==> src/rtl/temperature_scanner.sv <==
// temperature_scanner: multi-channel sequential temperature calculator.
// Snapshots a base/reference pair and CHANNELS ADC samples on start. Each
// channel then goes through a restoring divider, so that
// tempc = tc_base + adc/tc_ref and drd = adc % tc_ref. The results are
// streamed out with a valid strobe, and a per-scan maximum is tracked.
// All outputs are registered, so each one trails the FSM state that
// produces it by one cycle.
module temperature_scanner #(
    parameter int CHANNELS = 4,
    parameter int ADC_W    = 16,
    parameter int REF_W    = 8,
    parameter int OUT_W    = 32,
    localparam int CH_W    = (CHANNELS > 1) ? $clog2(CHANNELS) : 1
) (
    input  logic                      clk,
    input  logic                      rst,
    input  logic                      start,
    input  logic [OUT_W-1:0]          tc_base,
    input  logic [REF_W-1:0]          tc_ref,
    input  logic [ADC_W*CHANNELS-1:0] adc_data,
    output logic                      busy,
    output logic                      res_valid,
    output logic [CH_W-1:0]           res_ch,
    output logic [OUT_W-1:0]          tempc,
    output logic [OUT_W-1:0]          drd,
    output logic                      div_err,
    output logic                      done,
    output logic [OUT_W-1:0]          scan_max,
    output logic [CH_W-1:0]           scan_max_ch
);

    localparam int CNT_W = (ADC_W > 1) ? $clog2(ADC_W) : 1;

    typedef enum logic [2:0] {
        ST_IDLE = 3'd0,
        ST_LOAD = 3'd1,
        ST_DIV  = 3'd2,
        ST_EMIT = 3'd3,
        ST_DONE = 3'd4
    } state_t;

    state_t             state_r, state_s;

    // Scan snapshot
    logic [OUT_W-1:0]   tc_base_r;
    logic [REF_W-1:0]   tc_ref_r;
    logic [ADC_W-1:0]   adc_snap_r [CHANNELS];
    logic [CH_W-1:0]    ch_r;

    // Divider: dvd_r shifts the dividend out and the quotient in
    logic [ADC_W-1:0]   dvd_r;
    logic [REF_W-1:0]   rem_r;
    logic [CNT_W-1:0]   bit_cnt_r;
    logic               err_r;

    // Running maximum of the scan in progress
    logic [OUT_W-1:0]   run_max_r;
    logic [CH_W-1:0]    run_max_ch_r;

    // Registered outputs
    logic               busy_r, res_valid_r, div_err_r, done_r;
    logic [CH_W-1:0]    res_ch_r, scan_max_ch_r;
    logic [OUT_W-1:0]   tempc_r, drd_r, scan_max_r;

    // Combinational helpers
    logic [ADC_W-1:0]   adc_cur_s;
    logic [REF_W:0]     rem_sh_s, ref_ext_s;
    logic [REF_W-1:0]   rem_step_s;
    logic               sub_ok_s;
    logic [OUT_W-1:0]   tempc_s, drd_s;
    logic               last_ch_s;

    assign adc_cur_s = adc_snap_r[ch_r];
    assign ref_ext_s = {1'b0, tc_ref_r};
    assign last_ch_s = (ch_r == CH_W'(CHANNELS - 1));

    // One restoring-division step, plus the result values presented in EMIT
    always_comb begin
        rem_sh_s = {rem_r, dvd_r[ADC_W-1]};
        if (rem_sh_s >= ref_ext_s) begin
            sub_ok_s   = 1'b1;
            rem_step_s = REF_W'(rem_sh_s - ref_ext_s);
        end else begin
            sub_ok_s   = 1'b0;
            rem_step_s = REF_W'(rem_sh_s);
        end
        tempc_s = tc_base_r + OUT_W'(dvd_r);
        if (err_r) begin
            drd_s = OUT_W'(adc_cur_s);
        end else begin
            drd_s = OUT_W'(rem_r);
        end
    end

    // FSM state register
    always_ff @(posedge clk or posedge rst) begin
        if (rst) begin
            state_r <= ST_IDLE;
        end else begin
            state_r <= state_s;
        end
    end

    // FSM next-state logic
    always_comb begin
        state_s = state_r;
        case (state_r)
            ST_IDLE: begin
                if (start) state_s = ST_LOAD;
                else       state_s = ST_IDLE;
            end
            ST_LOAD: begin
                if (tc_ref_r == {REF_W{1'b0}}) state_s = ST_EMIT;
                else                           state_s = ST_DIV;
            end
            ST_DIV: begin
                if (bit_cnt_r == {CNT_W{1'b0}}) state_s = ST_EMIT;
                else                            state_s = ST_DIV;
            end
            ST_EMIT: begin
                if (last_ch_s) state_s = ST_DONE;
                else           state_s = ST_LOAD;
            end
            ST_DONE: state_s = ST_IDLE;
            default: state_s = ST_IDLE;
        endcase
    end

    // Snapshot, divider datapath, running maximum and registered outputs
    always_ff @(posedge clk or posedge rst) begin
        if (rst) begin
            tc_base_r     <= {OUT_W{1'b0}};
            tc_ref_r      <= {REF_W{1'b0}};
            for (int i = 0; i < CHANNELS; i++) adc_snap_r[i] <= {ADC_W{1'b0}};
            ch_r          <= {CH_W{1'b0}};
            dvd_r         <= {ADC_W{1'b0}};
            rem_r         <= {REF_W{1'b0}};
            bit_cnt_r     <= {CNT_W{1'b0}};
            err_r         <= 1'b0;
            run_max_r     <= {OUT_W{1'b0}};
            run_max_ch_r  <= {CH_W{1'b0}};
            busy_r        <= 1'b0;
            res_valid_r   <= 1'b0;
            done_r        <= 1'b0;
            div_err_r     <= 1'b0;
            res_ch_r      <= {CH_W{1'b0}};
            tempc_r       <= {OUT_W{1'b0}};
            drd_r         <= {OUT_W{1'b0}};
            scan_max_r    <= {OUT_W{1'b0}};
            scan_max_ch_r <= {CH_W{1'b0}};
        end else begin
            busy_r      <= (state_r != ST_IDLE);
            res_valid_r <= (state_r == ST_EMIT);
            done_r      <= (state_r == ST_DONE);
            case (state_r)
                ST_IDLE: begin
                    if (start) begin
                        tc_base_r <= tc_base;
                        tc_ref_r  <= tc_ref;
                        for (int i = 0; i < CHANNELS; i++) begin
                            adc_snap_r[i] <= adc_data[i*ADC_W +: ADC_W];
                        end
                        ch_r <= {CH_W{1'b0}};
                    end
                end
                ST_LOAD: begin
                    rem_r     <= {REF_W{1'b0}};
                    bit_cnt_r <= CNT_W'(ADC_W - 1);
                    if (tc_ref_r == {REF_W{1'b0}}) begin
                        dvd_r <= {ADC_W{1'b1}};
                        err_r <= 1'b1;
                    end else begin
                        dvd_r <= adc_cur_s;
                        err_r <= 1'b0;
                    end
                end
                ST_DIV: begin
                    dvd_r     <= {dvd_r[ADC_W-2:0], sub_ok_s};
                    rem_r     <= rem_step_s;
                    bit_cnt_r <= bit_cnt_r - CNT_W'(1);
                end
                ST_EMIT: begin
                    res_ch_r  <= ch_r;
                    tempc_r   <= tempc_s;
                    drd_r     <= drd_s;
                    div_err_r <= err_r;
                    if (!err_r && (tempc_s > run_max_r)) begin
                        run_max_r    <= tempc_s;
                        run_max_ch_r <= ch_r;
                    end
                    if (!last_ch_s) begin
                        ch_r <= ch_r + CH_W'(1);
                    end
                end
                ST_DONE: begin
                    scan_max_r    <= run_max_r;
                    scan_max_ch_r <= run_max_ch_r;
                    run_max_r     <= {OUT_W{1'b0}};
                    run_max_ch_r  <= {CH_W{1'b0}};
                end
                default: begin
                    ch_r <= {CH_W{1'b0}};
                end
            endcase
        end
    end

    assign busy        = busy_r;
    assign res_valid   = res_valid_r;
    assign res_ch      = res_ch_r;
    assign tempc       = tempc_r;
    assign drd         = drd_r;
    assign div_err     = div_err_r;
    assign done        = done_r;
    assign scan_max    = scan_max_r;
    assign scan_max_ch = scan_max_ch_r;

endmodule

==> config.mk <==
export PLATFORM = sky130hd
export DESIGN_NAME = temperature_scanner
export DESIGN_NICKNAME = d
export VERILOG_FILES = /design/src/rtl/temperature_scanner.sv
export SDC_FILE = /design/constraint.sdc
export NUM_CORES = 1
export LEC_CHECK = 0
export CAP_MARGIN = 20
export CORE_ASPECT_RATIO = 1.75
export CORE_UTILIZATION = 40
export CTS_BUF_LIST = sky130_fd_sc_hd__clkbuf_16
export DETAILED_ROUTE_END_ITERATION = 7
export PLACE_DENSITY = 0.64
export SLEW_MARGIN = 0
export SYNTH_ARGS = -nofsm -noshare
export SYNTH_HDL_FRONTEND = slang
export SYNTH_SLANG_ARGS = --single-unit
==> constraint.sdc <==
create_clock -name clk -period 12.4 [get_ports clk]
set_input_delay 2.48 -clock clk [delete_from_list [all_inputs] [get_ports clk]]
set_output_delay 2.48 -clock clk [all_outputs]
set_load 0.01 [all_outputs]
==> metrics.cfg, run 1 <==
[run_status]
status=finished clean

[placement]
dp_hpwl_mm=22.55
port_buffers=194
placedCellCount=1691
dpl_worst_slack_ns=7.080
routabilityCongestion=0.8596

[setup_path]
cp_data_arrival_time_ns=5.72
worst_setup_path_start_kind=flip-flop
crit_fanout=41
crit_path_end_kind=flip-flop
worstPathRequired_ns=12.87
crit_type=reg -> reg
r2r_cells=17

[clock_network]
cts_made_buffers=25
cts_sinks=260
cts_root_buf=clkbuf_16
cts_max_path_buffers=3
clkTransAtPathRegs_ns=0.06
cts_setup_buffers=0
insertion_delay_ns=0.54
h-tree-depth=1
cts.repair.resized=0
cts_tree=built
hold_buffers=0

[global_routing]
antenna_found_initial=0
grt_pass1_wl_mm=48.68
grt_pass1_vias=9137
grt_usage=0.1949
grt_max_degree=144
grt_remaining_overflow=0

[timing]
fmax_mhz=190.8
hold_slack_ns=0.4783
setup_viol=0
worst_pin_slew_ns=0.9103
rsz0062_at_grt=no
finalHoldViolCount=0
final.period_utilization=0.4227
fin_ws_ns=7.159
skew_ns=0.009501
slew_viol_final=0
tns_ns=0
slew_headroom=0.3931
period_needed_ns=5.241

[floorplanning]
initial_core_util=0.4079
num_io_pins=211
fp-row-count=85
die_w_um=136.1
die_h_um=236.6
die_area_um2=32190
core_region_area_um2=30840

[synth]
ys.flop_type=dfrtp_1
yosys_register_bits=260
async_reset_ff_frac=1.000
syn-cell-area_um2=12580
synth-seq-area-share=0.5172
synthCells=1156
syn_avg_cell_area_um2=10.88
synth.distinct_cells=59
synth-edff-count=0
yosysWarnings=0

[route]
wl_met2_mm=16.24
routed.top_layer=met4
antenna_left=0
viasPerCell=5.157
wl_met1_mm=11.66
drt-pass1-iter-count=5
totalWireLength_mm=30.25
drtIter0Drc=490
route.met3.wl_mm=1.174
vias=8953
route.detailed.drc=0
wl_per_cell_um=17.42

[job]
drv_cap=0

[finish]
syn2layout_area_growth_pct=24.09
layout_common_cells=dfrtp_1, clkdlybuf4s50_1, nand2_1, o21ai_0, inv_1
final_cells=1736
layout-drive-gt1-share=0.09888
nNetsFinal=1495
diodes=0
final_common_cell=dfrtp_1

[worst_hold_path]
min_path_type=reg -> reg
hold_depth=2

[power_and_ir_drop]
total_power_uw=4355
power.internal_uw=2599
clockPowerShare=0.168
peakVddDrop_mv=0.1486
switching_share=0.4033
switchingPower_uw=1756
pwr-share-comb=0.500
powerDensity_nw_per_um2=279.0
seqPwrFrac=0.331
cellLeakagePower_uw=0.006959

[worst paths after layout]
check                           slack [ns]    startpoint        endpoint
worst max register to register        7.16      dvd_r[6]   run_max_r[30]
max in group asynchronous             8.67           rst  adc_snap_r[28]
worst min-delay path                  0.48  scan_max[28]    scan_max[28]
min in group asynchronous             2.49           rst          drd[2]
worst max-delay path                  7.16      dvd_r[6]   run_max_r[30]
worst min register to register        0.48  scan_max[28]    scan_max[28]
[layer usage]
layer	global-route usage	up-vias
li1	-	4373
met1	0.2251	4331
met2	0.3527	202
met3	0.02526	47
met4	0.08552	0
met5	0	-
[cell type report]
class                           instances  area [um2]
Timing Repair Buffer                  202        2034
Multi-Input combinational cell        757        5507
Clock buffer                           25       625.6
Fill cell                            2836       15230
Sequential cell                       260        6506
Clock inverter                         19       133.9
Tap cell                              391       489.2
Inverter                               82       315.3
[cells in the mapped netlist (13+ instances only)]
cell type | number | share of area
dfrtp_1 | 260 | 0.52
nand2_1 | 133 | 0.040
o21ai_0 | 122 | 0.049
inv_1 | 82 | 0.024
mux2_2 | 60 | 0.054
ha_1 | 58 | 0.058
nand3_1 | 44 | 0.018
clkbuf_1 | 43 | 0.013
o21ai_1 | 38 | 0.015
mux2_1 | 36 | 0.032
nor2_1 | 24 | 0.0072
a21oi_1 | 23 | 0.0091
xor2_1 | 23 | 0.016
a21o_1 | 18 | 0.011
buf_4 | 16 | 0.0095
mux4_2 | 16 | 0.029
o22ai_1 | 16 | 0.0080
mux2i_1 | 15 | 0.012
nand4_1 | 13 | 0.0065
[state kept, by name, summed over array words and instances, names as in the netlist, 16 cells and up]
signal and cells:
adc_snap_r 64, run_max_r 32, scan_max 32, tc_base_r 32, tempc 32, drd 16
dvd_r 16
[power groups by stage]
| stage | combinational, uW | sequential (uW) | clock [uW] |
|---|---|---|---|
| after CTS | 2210 | 1450 | 757 |
| after global placement | 2150 | 1440 | 0 |
| after floorplan | 1530 | 1410 | 0 |
| after global routing | 2450 | 1490 | 789 |
| final | 2180 | 1440 | 734 |
| after detailed placement | 2200 | 1460 | 0 |
[worst max-delay path, cell delays in order, from the launching register on]
cell and delay, ns:
dfrtp_1 0.40, ha_1 0.37, and4_1 0.27, a31o_2 0.29, a2111oi_4 0.39, o21ai_1 0.33
nand4_1 0.20, xor2_1 0.28, inv_1 0.09, ha_1 0.30, nand4_1 0.12, nor4_1 0.39
nor3b_1 0.42, o41a_1 0.27, o21ai_4 0.19, buf_4 0.33, or4_1 0.43, nand3_1 0.09
[through the flow]
step	util	area, um2
after floorplan	-	12640
after global placement	0.4806	14820
after detailed placement	0.4806	14820
after CTS	0.5053	15580
after global routing	0.5062	15610
final	0.5062	15610
[cells by family (layout without fill, tap and decap cells)]
family,Yosys count,in the layout,share of synthesized area
buf+inv,154,328,0.05172
fa+ha+maj,60,60,0.06087
mux,127,127,0.1265
xor+xnor,33,33,0.02297
simple gates,255,255,0.09269
compound gates,266,266,0.1278
other cells,1,16,0.0002981
flops,260,260,0.5172
No activity file was read; power rests on OpenSTA's default activity.
==> inputs of run 2 (changes only) <==
==> constraint.sdc (replaced) <==
create_clock -name clk -period 5.45 [get_ports clk]
set_input_delay 1.09 -clock clk [delete_from_list [all_inputs] [get_ports clk]]
set_output_delay 1.09 -clock clk [all_outputs]
set_load 0.01 [all_outputs]
==> run 2 against run 1 <==
Against the previous run:
- setup slack got worse by 6.7 ns
- clock skew is 0.0085 ns higher
- clock-buffer cell count unchanged
- final area increased by 0.76%
- utilization is 0.39 points higher
- die area unchanged
- register-to-register slack got worse by 6.7 ns
- sequential power rose by 130%
- non-clock buffer count is 3 higher
- first-iteration DRC count decreased by 23%
- maximum frequency rose by 5.2%
==> metrics.cfg, run 2 (synthesis gave the netlist of run 1 again) <==
[run_status]
status=finished clean

[floorplanning]
core_region_area_um2=30840  ; unchanged
initial_core_util=0.4079  ; unchanged
die_w_um=136.1  ; unchanged
die_area_um2=32190  ; unchanged
fp-row-count=85  ; unchanged
num_io_pins=211  ; unchanged
die_h_um=236.6  ; unchanged

[job]
drv_cap=0  ; unchanged

[placement]
dp_hpwl_mm=23.06  ; +2.2%
dpl-instance-area_um2=14880  ; +0.35%
port_buffers=194  ; unchanged
routabilityCongestion=0.8310  ; -3.3%
dpl_worst_slack_ns=0.4539  ; -6.626 ns

[setup_path]
crit_type=reg -> reg
crit_fanout=35  ; -15%
critPathSlowestCell=nor3b_1
worst_setup_path_start_kind=flip-flop
worstPathRequired_ns=5.90  ; -6.97 ns
crit_path_end_kind=flip-flop
path_cells=ha_1 -> and4_1 -> a31o_2 -> a2111oi_4 -> o21ai_1 -> nand4_1 -> xor2_1 -> inv_1 -> ha_1 -> nand4_1 -> nor4_1 -> nor3b_1 -> a311oi_1 -> o21ai_4 -> buf_4 -> nand3_1 -> o21ai_0
cp_data_arrival_time_ns=5.44  ; -0.28 ns
critPathMaxStageDelay_ns=0.44  ; about the same

[timing]
final.period_utilization=0.9141  ; +0.4914
worst_pin_slew_ns=0.8716  ; -0.03873 ns
setup_viol=0  ; unchanged
slew_viol_final=0  ; unchanged
slew_headroom=0.4176  ; +0.02444
finalHoldViolCount=0  ; unchanged
rsz0062_at_grt=no
tns_ns=0  ; unchanged
fin_ws_ns=0.4684  ; -6.690 ns
skew_ns=0.01801  ; +0.008505 ns
period_needed_ns=4.982  ; -0.2599 ns
fmax_mhz=200.7  ; +5.2%

[power_and_ir_drop]
cellLeakagePower_uw=0.006977  ; +0.26%
powerDensity_nw_per_um2=643.5  ; +130%
peakVddDrop_mv=0.3969  ; +170%

[global_routing]
grt_usage=0.2000  ; +0.005110
grt_pass1_wl_mm=50.25  ; +3.2%
grt_max_degree=137  ; -4.9%
antenna_found_initial=1  ; +1
grt_remaining_overflow=0  ; unchanged
grt_pass1_vias=9593  ; +5.0%

[finish]
largest_register_ffs=64  ; unchanged
nNetsFinal=1498  ; +0.20%
final_common_cell=dfrtp_1
syn2layout_area_growth_pct=25.03
layout-drive-gt1-share=0.1037  ; +0.004819
layout_common_cells=dfrtp_1, clkdlybuf4s50_1, nand2_1, o21ai_0, inv_1
nFillCells=2805  ; -1.1%
finish.instance_area_um2=15730  ; +0.76%
regMostFlops=adc_snap_r

[route]
wl_per_cell_um=17.60  ; +1.0%
route.met3.wl_mm=1.285  ; +9.5%
drt-pass1-iter-count=5  ; unchanged
drtIter0Drc=379  ; -23%
route.detailed.drc=0  ; unchanged
wl_met1_mm=11.63  ; -0.28%
viasPerCell=5.227  ; +1.4%
wl_met2_mm=16.37  ; +0.81%
routed.top_layer=met4
vias=9106  ; +1.7%
totalWireLength_mm=30.66  ; +1.4%
antenna_left=0  ; unchanged

[clock_network]
cts.repair.resized=0  ; unchanged
cts_max_path_buffers=3  ; unchanged
hold_buffers=0  ; unchanged
cts_made_buffers=25  ; unchanged
clkTransAtPathRegs_ns=0.06  ; about the same
cts_sinks=260  ; unchanged
cts_setup_buffers=0  ; unchanged
insertion_delay_ns=0.55  ; about the same
cts_root_buf=clkbuf_16
cts_tree=built
h-tree-depth=1  ; unchanged

[worst_hold_path]
min_path_type=reg -> reg

-- run 2: changes by cell type in the layout (fill, tap and decap cells not counted), sizes merged --
| cell | delta |
|---|---|
| inv | -8 |
| clkinv | +4 |
| buf | +3 |
| bufinv | +3 |
| clkinvlp | +3 |
| diode | +1 |
-- run 2: worst paths after layout --
kind                           start       endpoint  slack (ns)  depth (start not counted)
max in group asynchronous        rst  tc_base_r[23]        3.73                          3
min reg2reg                tempc[16]      tempc[16]        0.48                          2
max reg2reg                 dvd_r[5]   run_max_r[0]        0.47                         17
max                         dvd_r[5]   run_max_r[0]        0.47                         17
min in group asynchronous        rst    scan_max[3]        1.07                          3
min                        tempc[16]      tempc[16]        0.48                          2
-- run 2: area by class of cell --
cell class,count,area (um2),share of cell area
well taps,391,489.2,0.03110
diodes,1,2.502,0.0001591
clock buffers,25,625.6,0.03977
flip-flops and latches,260,6506,0.4136
clock inverters,21,226.5,0.01440
inverters,82,311.5,0.01981
repair buffers,205,2062,0.1311
multi-input cells,757,5507,0.3501
-- run 2: worst max-delay path, delay by kind of cell (launching register included) --
| family | cells | cell delay (ns) |
|---|---|---|
| compound gates | 6 | 1.54 |
| flops | 1 | 0.41 |
| simple gates | 6 | 1.58 |
| fa+ha+maj | 2 | 0.66 |
| xor+xnor | 1 | 0.29 |
| buf+inv | 2 | 0.42 |
-- run 2: metrics by stage --
step / instances / util / total power, uW / hold slack [ns]
2_1_floorplan: 1171 / - / 6678 / 0.4384
3_3_place_gp: 1695 / 0.4823 / 8213 / 0.4623
3_5_place_dp: 1695 / 0.4823 / 8363 / 0.4673
4_1_cts: 1741 / 0.5099 / 10240 / 0.4831
5_1_grt: 1742 / 0.5100 / 10960 / 0.5008
6_report: 1742 / 0.5100 / 10120 / 0.4775
-- run 2: power by group --
group	internal, uW	switching, uW	total (uW)
registers	2740	548	3280
logic	2250	2740	5000
clock network	1070	769	1840
-- run 2: per-layer routing --
layer  vias to the layer above  track usage
met2                       217       0.3612
li1                       4369            -
met1                      4457       0.2250
met5                         -            0
met4                         0       0.1017
met3                        63      0.02719
